--- config.mk ---
export PLATFORM = sky130hd
export DESIGN_NAME = raizing_rom_arbiter
export DESIGN_NICKNAME = d
export VERILOG_FILES = /design/src/rtl/raizing_rom_pkg.sv /design/src/rtl/raizing_rr_pick.sv /design/src/rtl/raizing_rom_arbiter.sv
export SDC_FILE = /design/constraint.sdc
export NUM_CORES = 1
export LEC_CHECK = 0
export BUFFER_PORTS_ARGS = -buffer_cell sky130_fd_sc_hd__buf_2
export CORE_ASPECT_RATIO = 1.1
export CORE_MARGIN = 1.5
export CORE_UTILIZATION = 42
export DETAILED_ROUTE_END_ITERATION = 12
export GPL_ROUTABILITY_DRIVEN = 0
export GPL_TIMING_DRIVEN = 0
export PLACE_DENSITY = 0.66
export REMOVE_ABC_BUFFERS = 1
export SLEW_MARGIN = 5
export SYNTH_ARGS = -nofsm -noshare
export SYNTH_HDL_FRONTEND = slang
export SYNTH_HIERARCHICAL = 1
export SYNTH_SLANG_ARGS = --single-unit
--- constraint.sdc ---
create_clock -name CLK -period 3.3 [get_ports CLK]
set_input_delay 0.495 -clock CLK [delete_from_list [all_inputs] [get_ports CLK]]
set_output_delay 0.495 -clock CLK [all_outputs]
set_load 0.01 [all_outputs]
--- src/rtl/raizing_rom_pkg.sv ---
// raizing_rom_pkg: shared FSM state type and sizing helpers for the ROM arbiter
package raizing_rom_pkg;

    typedef enum logic [1:0] {IDLE, REQ, DATA} state_t;

    function automatic int burst_len(input int dw);
        return dw / 16;
    endfunction

    function automatic int clog2(input int n);
        return (n <= 2) ? 1 : $clog2(n);
    endfunction

endpackage

--- src/rtl/raizing_rr_pick.sv ---
// raizing_rr_pick: combinational round-robin picker, first pending channel after ptr
module raizing_rr_pick #(
    parameter int N = 4,
    parameter int W = 2
) (
    input  logic [N-1:0] pend,
    input  logic [W-1:0] ptr,
    output logic [W-1:0] idx,
    output logic         valid
);

    // scan from farthest to nearest so the channel closest after ptr wins
    always_comb begin
        idx   = '0;
        valid = 1'b0;
        for (int i = N; i >= 1; i--) begin
            if (pend[(int'(ptr) + i) % N]) begin
                idx   = W'((int'(ptr) + i) % N);
                valid = 1'b1;
            end
        end
    end

endmodule

--- src/rtl/raizing_rom_arbiter.sv ---
// raizing_rom_arbiter: N-channel round-robin ROM fetch arbiter onto one SDRAM bank; RAIZING_ROM_CACHE_EN keeps per-channel tags
module raizing_rom_arbiter
    import raizing_rom_pkg::*;
#(
    parameter int                     CHANNELS = 4,
    parameter int                     AW       = 22,
    parameter int                     DW       = 32,
    parameter logic [CHANNELS*AW-1:0] OFFSETS  = '0
) (
    input  logic                   CLK,
    input  logic                   RESET,
    input  logic [CHANNELS-1:0]    CH_CS,
    input  logic [CHANNELS*AW-1:0] CH_ADDR,
    output logic [CHANNELS-1:0]    CH_OK,
    output logic [CHANNELS*DW-1:0] CH_DOUT,
    output logic [AW-1:0]          BA_ADDR,
    output logic                   BA_RD,
    input  logic                   BA_ACK,
    input  logic                   BA_DOK,
    input  logic                   BA_RDY,
    input  logic [15:0]            DATA_READ
);

    localparam int         BL  = burst_len(DW);
    localparam int         CW  = clog2(CHANNELS);
    localparam logic [1:0] BLW = 2'(BL);

    state_t              state, nxt;
    logic [CW-1:0]       ptr, gch, pick;
    logic                pick_v, done, keep;
    logic [AW-1:0]       faddr, scaled, launch_addr;
    logic [1:0]          wcnt;
    logic [DW-1:0]       wbuf, wdata;
    logic [AW-1:0]       addr [CHANNELS];
    logic [AW-1:0]       tag  [CHANNELS];
    logic [CHANNELS-1:0] tag_v, hit, pend;

`ifndef RAIZING_ROM_CACHE_EN
    // without a cache the only valid data is what CH_OK currently advertises
    assign tag_v = CH_OK;
`endif

    assign BA_RD = (state == REQ);
    assign done  = (state == DATA) && BA_RDY;
    assign keep  = CH_CS[gch] && (addr[gch] == faddr);

    // unpack channel addresses and decide which channels need a fetch
    always_comb begin
        for (int i = 0; i < CHANNELS; i++) begin
            addr[i] = CH_ADDR[i*AW +: AW];
            hit[i]  = tag_v[i] && (addr[i] == tag[i]);
            pend[i] = CH_CS[i] && !hit[i];
        end
    end

    raizing_rr_pick #(.N(CHANNELS), .W(CW)) u_pick (
        .pend  (pend),
        .ptr   (ptr),
        .idx   (pick),
        .valid (pick_v)
    );

    // SDRAM address of the picked channel and burst data including the word on the bus now
    always_comb begin
        scaled      = (BL == 2) ? {addr[pick][AW-2:0], 1'b0} : addr[pick];
        launch_addr = OFFSETS[int'(pick)*AW +: AW] + scaled;
        wdata       = wbuf;
        if (BA_DOK && wcnt < BLW)
            wdata[int'(wcnt)*16 +: 16] = DATA_READ;
    end

    // FSM state register
    always_ff @(posedge CLK or negedge RESET) begin
        if (!RESET) state <= IDLE;
        else        state <= nxt;
    end

    // FSM next state
    always_comb begin
        nxt = state;
        if (state == IDLE && pick_v) nxt = REQ;
        if (state == REQ && BA_ACK)  nxt = DATA;
        if (done)                    nxt = IDLE;
    end

    // grant latch and burst word capture
    always_ff @(posedge CLK or negedge RESET) begin
        if (!RESET) begin
            ptr     <= CW'(CHANNELS - 1);
            gch     <= '0;
            faddr   <= '0;
            BA_ADDR <= '0;
            wcnt    <= '0;
            wbuf    <= '0;
        end else begin
            if (state == IDLE && pick_v) begin
                ptr     <= pick;
                gch     <= pick;
                faddr   <= addr[pick];
                BA_ADDR <= launch_addr;
                wcnt    <= '0;
                wbuf    <= '0;
            end
            if (state == DATA && BA_DOK && wcnt < BLW) begin
                wbuf <= wdata;
                wcnt <= wcnt + 2'd1;
            end
        end
    end

    // per-channel result delivery; OK otherwise tracks whether the held data still matches
    always_ff @(posedge CLK or negedge RESET) begin
        if (!RESET) begin
            CH_OK   <= '0;
            CH_DOUT <= '0;
            for (int i = 0; i < CHANNELS; i++) tag[i] <= '0;
`ifdef RAIZING_ROM_CACHE_EN
            tag_v   <= '0;
`endif
        end else begin
            for (int i = 0; i < CHANNELS; i++) begin
                if (done && keep && gch == CW'(i)) begin
                    CH_OK[i]             <= 1'b1;
                    CH_DOUT[i*DW +: DW]  <= wdata;
                    tag[i]               <= faddr;
`ifdef RAIZING_ROM_CACHE_EN
                    tag_v[i]             <= 1'b1;
`endif
                end else begin
                    CH_OK[i] <= CH_CS[i] && hit[i];
                end
            end
        end
    end

endmodule

## After elaboration in Yosys (flattened, before gate mapping)

Index checks and enable logic that the tools add are counted.

- Input bits: 113
- Flip-flop bits (word level): 304
- Output and inout port bits: 155
- Logic and storage cells: 128

- $add $sub $neg: 7
- Reductions and logical operators: 36
- Order comparisons: 8
- Multiply operators: 1
- Shift operators: 3
- Mux-type cells: 41
- Equality and inequality tests: 10
- Bitwise logic cells: 6

Operators with widths:

| operator | count |
|---|---|
| equality test 22 bit | 5 |
| two-way mux 32 bit | 3 |
| binary-select mux 22 bit (select 2 bit) | 2 |
| two-way mux 22 bit | 4 |
| indexed part select 88 x 8 -> 22 bit, first input constant | 1 |
| negator 6 -> 33 bit | 1 |
| variable shift 16 x 33 -> 32 bit, first input constant | 1 |
| indexed part select 16 x 33 -> 32 bit | 1 |
| bitwise mux 32 bit | 1 |
| logical AND 1 bit | 24 |
| adder 22 bit | 1 |
| two-way mux 2 bit | 9 |
| two-way mux 1 bit | 17 |
| < comparator 3 x 4 -> 1 bit, second input constant | 4 |
| binary-select mux 1 bit (select 2 bit) | 5 |
| OR reduction 2 bit | 4 |
| adder 2 x 1 -> 2 bit, second input constant | 3 |
| equality test 2 bit, second input constant | 3 |
| greater-or-equal comparator 3 bit, second input constant | 2 |
| multiplier 2 x 4 -> 6 bit, second input constant | 1 |
| inverter 2 -> 3 bit | 2 |
| adder 2 bit, second input constant | 2 |
| bitwise AND 1 bit, first input constant | 4 |
| equality test 2 x 1 -> 1 bit, second input constant | 2 |
| other kinds (6) | 10 |

## Depth between registers and ports, before layout

- Word-level depth: 16
- Depth in mapped cells: 13
- Depth with buffers taken out: 11

## Cells and area by module

Netlist, hierarchy kept.

Modules (own cells, without submodules):

| module | area an instance (sq um) | instances | cells an instance | seq. area each (sq um) |
|---|---|---|---|---|
| raizing_rom_arbiter | 14007.2 | 1 | 1070 | 7059.3 |
| raizing_rr_pick | 91.3 | 1 | 14 | 0.0 |

## Worst setup path after synthesis

No wires, ideal clock.

- Path type: input -> register
- Start point: input port CH_ADDR[45]
- End point: register BA_ADDR[1]
- Library setup time: 117 ps
- Stages on the path: 13
- Path slack: 15 ps
- Arrival: 3168 ps
- Cells stage by stage: xor2_1 > nor4_1 > nand4_1 > nor3_1 > nor2b_1 > and2b_1 > a21oi_2 > o221ai_2 > clkbuf_1 > buf_1 > mux4_2 > nand2_1 > nand2_1

- Longest elaborated chain between the ends: 16

RTL lines:

| what | line | RTL |
|---|---|---|
| start, declared | raizing_rom_arbiter.sv:13 | `input logic [CHANNELS*AW-1:0] CH_ADDR,` |
| equality test 22 bit * | raizing_rom_arbiter.sv:51 | `hit[i] = tag_v[i] && (addr[i] == tag[i]);` |
| logical AND 1 bit * | raizing_rom_arbiter.sv:51 |  |
| zero test 1 bit * | raizing_rom_arbiter.sv:52 | `pend[i] = CH_CS[i] && !hit[i];` |
| logical AND 1 bit * | raizing_rom_arbiter.sv:52 |  |
| net pend[2] | raizing_rom_arbiter.sv:36 | `logic [CHANNELS-1:0] tag_v, hit, pend;` |
| binary-select mux 1 bit (select 2 bit) | raizing_rr_pick.sv:17 | `if (pend[(int'(ptr) + i) % N]) begin` |
| two-way mux 1 bit (not written as such) (2 in a row) | raizing_rr_pick.sv:17 |  |
| two-way mux 2 bit (3 in a row) | raizing_rr_pick.sv:17 |  |
| two-way mux 2 bit * | raizing_rr_pick.sv:17 |  |
| net pick[0] | raizing_rom_arbiter.sv:29 | `logic [CW-1:0] ptr, gch, pick;` |
| branches (longest 4 deep; another with multiplier 2 x 4 -> 6 bit) | - |  |
| adder 22 bit * | raizing_rom_arbiter.sv:66 | `launch_addr = OFFSETS[int'(pick)*AW +: AW] + scaled;` |
| end signal, assigned | raizing_rom_arbiter.sv:100 | `BA_ADDR <= launch_addr;` |
| end, declared | raizing_rom_arbiter.sv:16 | `output logic [AW-1:0] BA_ADDR,` |

Mark *: on every way through the listed nets, which the timed path passes. The select of a mux whose other input is x is not followed.
A chain may end at the register's enable or synchronous reset.

## Worst setup path after layout

- Start point: register gch[0]
- End point: register tag[15] in the netlist's numbering

- Longest elaborated chain between the ends: 8

RTL lines:

| what | line | RTL |
|---|---|---|
| start, declared | raizing_rom_arbiter.sv:29 |  |
| start signal, assigned | raizing_rom_arbiter.sv:98 | `gch <= pick;` |
| inverter 2 -> 3 bit (not written as such) | raizing_rom_arbiter.sv:45 | `assign keep = CH_CS[gch] && (addr[gch] == faddr);` |
| binary-select mux 22 bit (select 2 bit) | raizing_rom_arbiter.sv:45 |  |
| two-way mux 22 bit (not written as such) (2 in a row) | raizing_rom_arbiter.sv:45 |  |
| equality test 22 bit | raizing_rom_arbiter.sv:45 |  |
| logical AND 1 bit | raizing_rom_arbiter.sv:45 |  |
| logical AND 1 bit | raizing_rom_arbiter.sv:122 | `if (done && keep && gch == CW'(i)) begin` |
| logical AND 1 bit * | raizing_rom_arbiter.sv:122 |  |
| end signal, assigned by index | raizing_rom_arbiter.sv:125 | `tag[i] <= faddr;` |
| end, declared | raizing_rom_arbiter.sv:35 | `logic [AW-1:0] tag [CHANNELS];` |

Mark *: on every way between the ends. The rest lies on a longest branch, timed or not. The select of a mux whose other input is x is not followed.

==> impl_metrics.tcl <==
set metrics [dict create \
    p_per_area_mw_per_mm2 634.6 \
    clk_path_buf_depth 3 \
    r2r-start "gch[0]" \
    wl_per_cell_um 24.39 \
    nNetsFinal 1524 \
    grtUsageTotal_pct 24.33 \
    finalCritPeriodShare_pct 103.0 \
    grt_overflow_total 0 \
    maxCapViolCount 0 \
    whs_ns 0.1116 \
    die_area_sq_mm 0.03468 \
    hold-path-endpoint "state[0]" \
    syn-instance-count 1084 \
    worstSetupStartpointType "flop" \
    clkSlewWorstSetupHoldPaths_ns 0.07 \
    violations "setup timing" \
    finClkSkew_ns 0.01729 \
    antenna_found_initial 3 \
    arrival_ns 3.83 \
    dr.pass1.iters 5 \
    die_y_um 195.2 \
    cts_tree "done" \
    synthTopCellsByArea "dfrtp_1 (50%), mux2_2 (16%), mux4_2 (5.3%)" \
    rsz0062_at_grt "yes" \
    utilization_pct 56.06 \
    stdcell_count 1863 \
    synth.distinct_cells 62 \
    port_buffers 266 \
    synth-seq-cells 282 \
    start_util_pct 42.47 \
    layout-drive-gt1-share_pct 48.50 \
    drc 0 \
    ioPinCount 268 \
    wl_met1_mm 18.80 \
    grt_pass1_vias 10640 \
    cts.sinks 282 \
    synth.most_common_cell "dfrtp_1" \
    yosys_warnings 6 \
    core-area_sq_mm 0.03319 \
    slew_headroom_pct 34.17 \
    vias 10640 \
    fmax_mhz 294.2 \
    worst-setup-path-type "flop to flop" \
    crit_path_max_fanout 8 \
    status "finished with violations" \
    post-route-min-period_ns 3.399 \
    grt_pass1_wl_mm 64.65 \
    routed_wl_mm 45.44 \
    synth_top_area_cell "dfrtp_1" \
    rr_worst_depth 11 \
    clockRootBuffer "clkbuf_16" \
    postLayoutSetupSlackWorst_ns -0.09872 \
    ant_nets 0 \
    rrSetupSlack_ns -0.1 \
    synth_edf_count 0 \
    clock_latency_ns 0.56 \
    synth_top_family_by_area "multiplexers" \
    netlist_area_sq_mm 0.01410 \
    synthTopCellsByCount "dfrtp_1 (280), mux2_2 (197), nand2_1 (105)" \
    ir_drop_uv 398.9 \
    leakagePower_nw 9.298 \
    min_path_cells 2 \
    r2r_end "tag[15]" \
    synth_top_area_share_pct 49.70 \
    synth-adder-area-share_pct 0.2662 \
    n_antenna_cell 0 \
    grt_max_degree 114 \
    wl_met2_mm 21.01 \
    synthMuxAreaShare_pct 24.57 \
    dr.max_layer_used "met5" \
    cp.required_ns 3.73 \
    avgSynthCellArea_sq_um 13.01 \
    synth_xor_area_share_pct 6.337 \
    drtIter0Drc 814 \
    yosysSeqAreaShare_pct 50.07 \
    synth-main-ff-cell "dfrtp_1" \
    final-setup-viol-count 169 \
    hp-start "BA_ACK" \
    area_delta_synth_final_pct 31.99 \
    dp.cells 1736 \
    synthArstFlopShare_pct 100.0 \
    die_x_um 177.7 \
    numCtsBuffers 30 \
    rows 70 \
    hp-class "input pin to flop" \
    report.final.slew_viol_count 0 \
    end_kind "flop" \
    hold_viol 0 \
    htree_levels 1 \
    worst_pin_slew_ns 0.9851 \
    routed_via_density 5.710 \
    wl_met3_mm 3.456 \
    synth-compound-area-share_pct 6.354 \
    place_hpwl_mm 29.75 \
    yosys.area_share.simple_pct 8.094 \
]
cells by family (layout without fill, tap and decap cells):
kind of cell | count (synthesis) | after routing
simple gates | 215 | 217
flops | 282 | 282
mux | 277 | 277
other cells | 1 | 1
buf+inv | 89 | 434
compound gates | 115 | 115
xor+xnor | 102 | 102
fa+ha+maj | 3 | 3
state kept, by name, indices dropped and copies added, names as in the netlist:
signal   flops
BA_ADDR     20
CH_DOUT    128
CH_OK        4
faddr        2
gch          2
ptr          2
state        2
tag         88
wbuf        32
wcnt         2
cell type report:
cell class                 instances  area (sq um)
clock buffer                      46         902.1
clock inverter                     9         147.6
fill                            2662         14590
inverter                           8         30.03
multi-input combinational        715          7017
sequential                       282          7067
tap                              432         540.5
timing repair buffer             371          2905
critical path, stage by stage (launching register included):
cell	delay, ns
dfrtp_4	0.45
buf_12	0.15
mux4_2	0.57
xnor2_4	0.26
nand4_1	0.14
or4b_4	0.56
buf_4	0.17
nor4_4	0.15
buf_4	0.19
buf_12	0.14
clkbuf_16	0.16
mux2_2	0.33
report_power, final:
part | total [W] | internal, W | leakage [nW] | switching, W
combinational | 0.00396 | 0.00180 | 4.90 | 0.00216
clock | 0.00360 | 0.00218 | 0.514 | 0.00142
sequential | 0.00424 | 0.00373 | 3.88 | 0.000514
total | 0.0118 | 0.00771 | 9.30 | 0.00410
how the worst max path moves through the flow:
stage	cells past startpoint	from	end	slack (ns)
2_1_floorplan	6	gch[0]	CH_DOUT[64]	-1.94
3_3_place_gp	11	CH_ADDR[64]	wbuf[20]	-5.28
3_5_place_dp	9	gch[0]	CH_DOUT[94]	-1.32
4_1_cts	10	tag[21]	wbuf[1]	0.002
5_1_grt	11	gch[0]	CH_DOUT[114]	-0.15
6_report	11	gch[0]	tag[15]	-0.1
metrics by stage:
stage	power, W	cell area [sq um]	setup slack, ns	setup TNS, ns
2_1_floorplan	0.006124	13520	-1.938	-448.02
3_3_place_gp	0.007291	15400	-5.282	-2201.07
3_5_place_dp	0.007508	15980	-1.316	-258.09
4_1_cts	0.01154	17500	0.002045	0
5_1_grt	0.01227	18610	-0.1545	-19.09
6_report	0.01181	18610	-0.09872	-7.897
placed cells by master (no fill, tap or decap), drive strengths merged, types with 18 or more instances in the layout:
cell type,synthesis,layout
nand4,22,22
xnor2,40,40
dfrtp,280,280
a22o,55,55
mux2,222,222
nor4,18,18
o21ai,23,23
clkbuf,26,57
mux4,33,33
nand2,105,105
buf,55,357
xor2,62,62
mux2i,22,22
routing by layer:
layer,up-vias,GRT usage (%)
met3,116,5.783
li1,4555,-
met2,502,38.77
met1,5458,31.65
met5,-,0
met4,6,10.30
what timing repair did:
item | CTS | global route
setup endpoints to repair | 278 | 198
pin swaps | 13 | 10
cloned | 4 | 11
hold endpoints to repair | 75 | 0
buffers inserted | 31 | 27
hold buffers | 1 | 0
resized for setup | 19 | 150
Power figures use the tool's default switching activity.
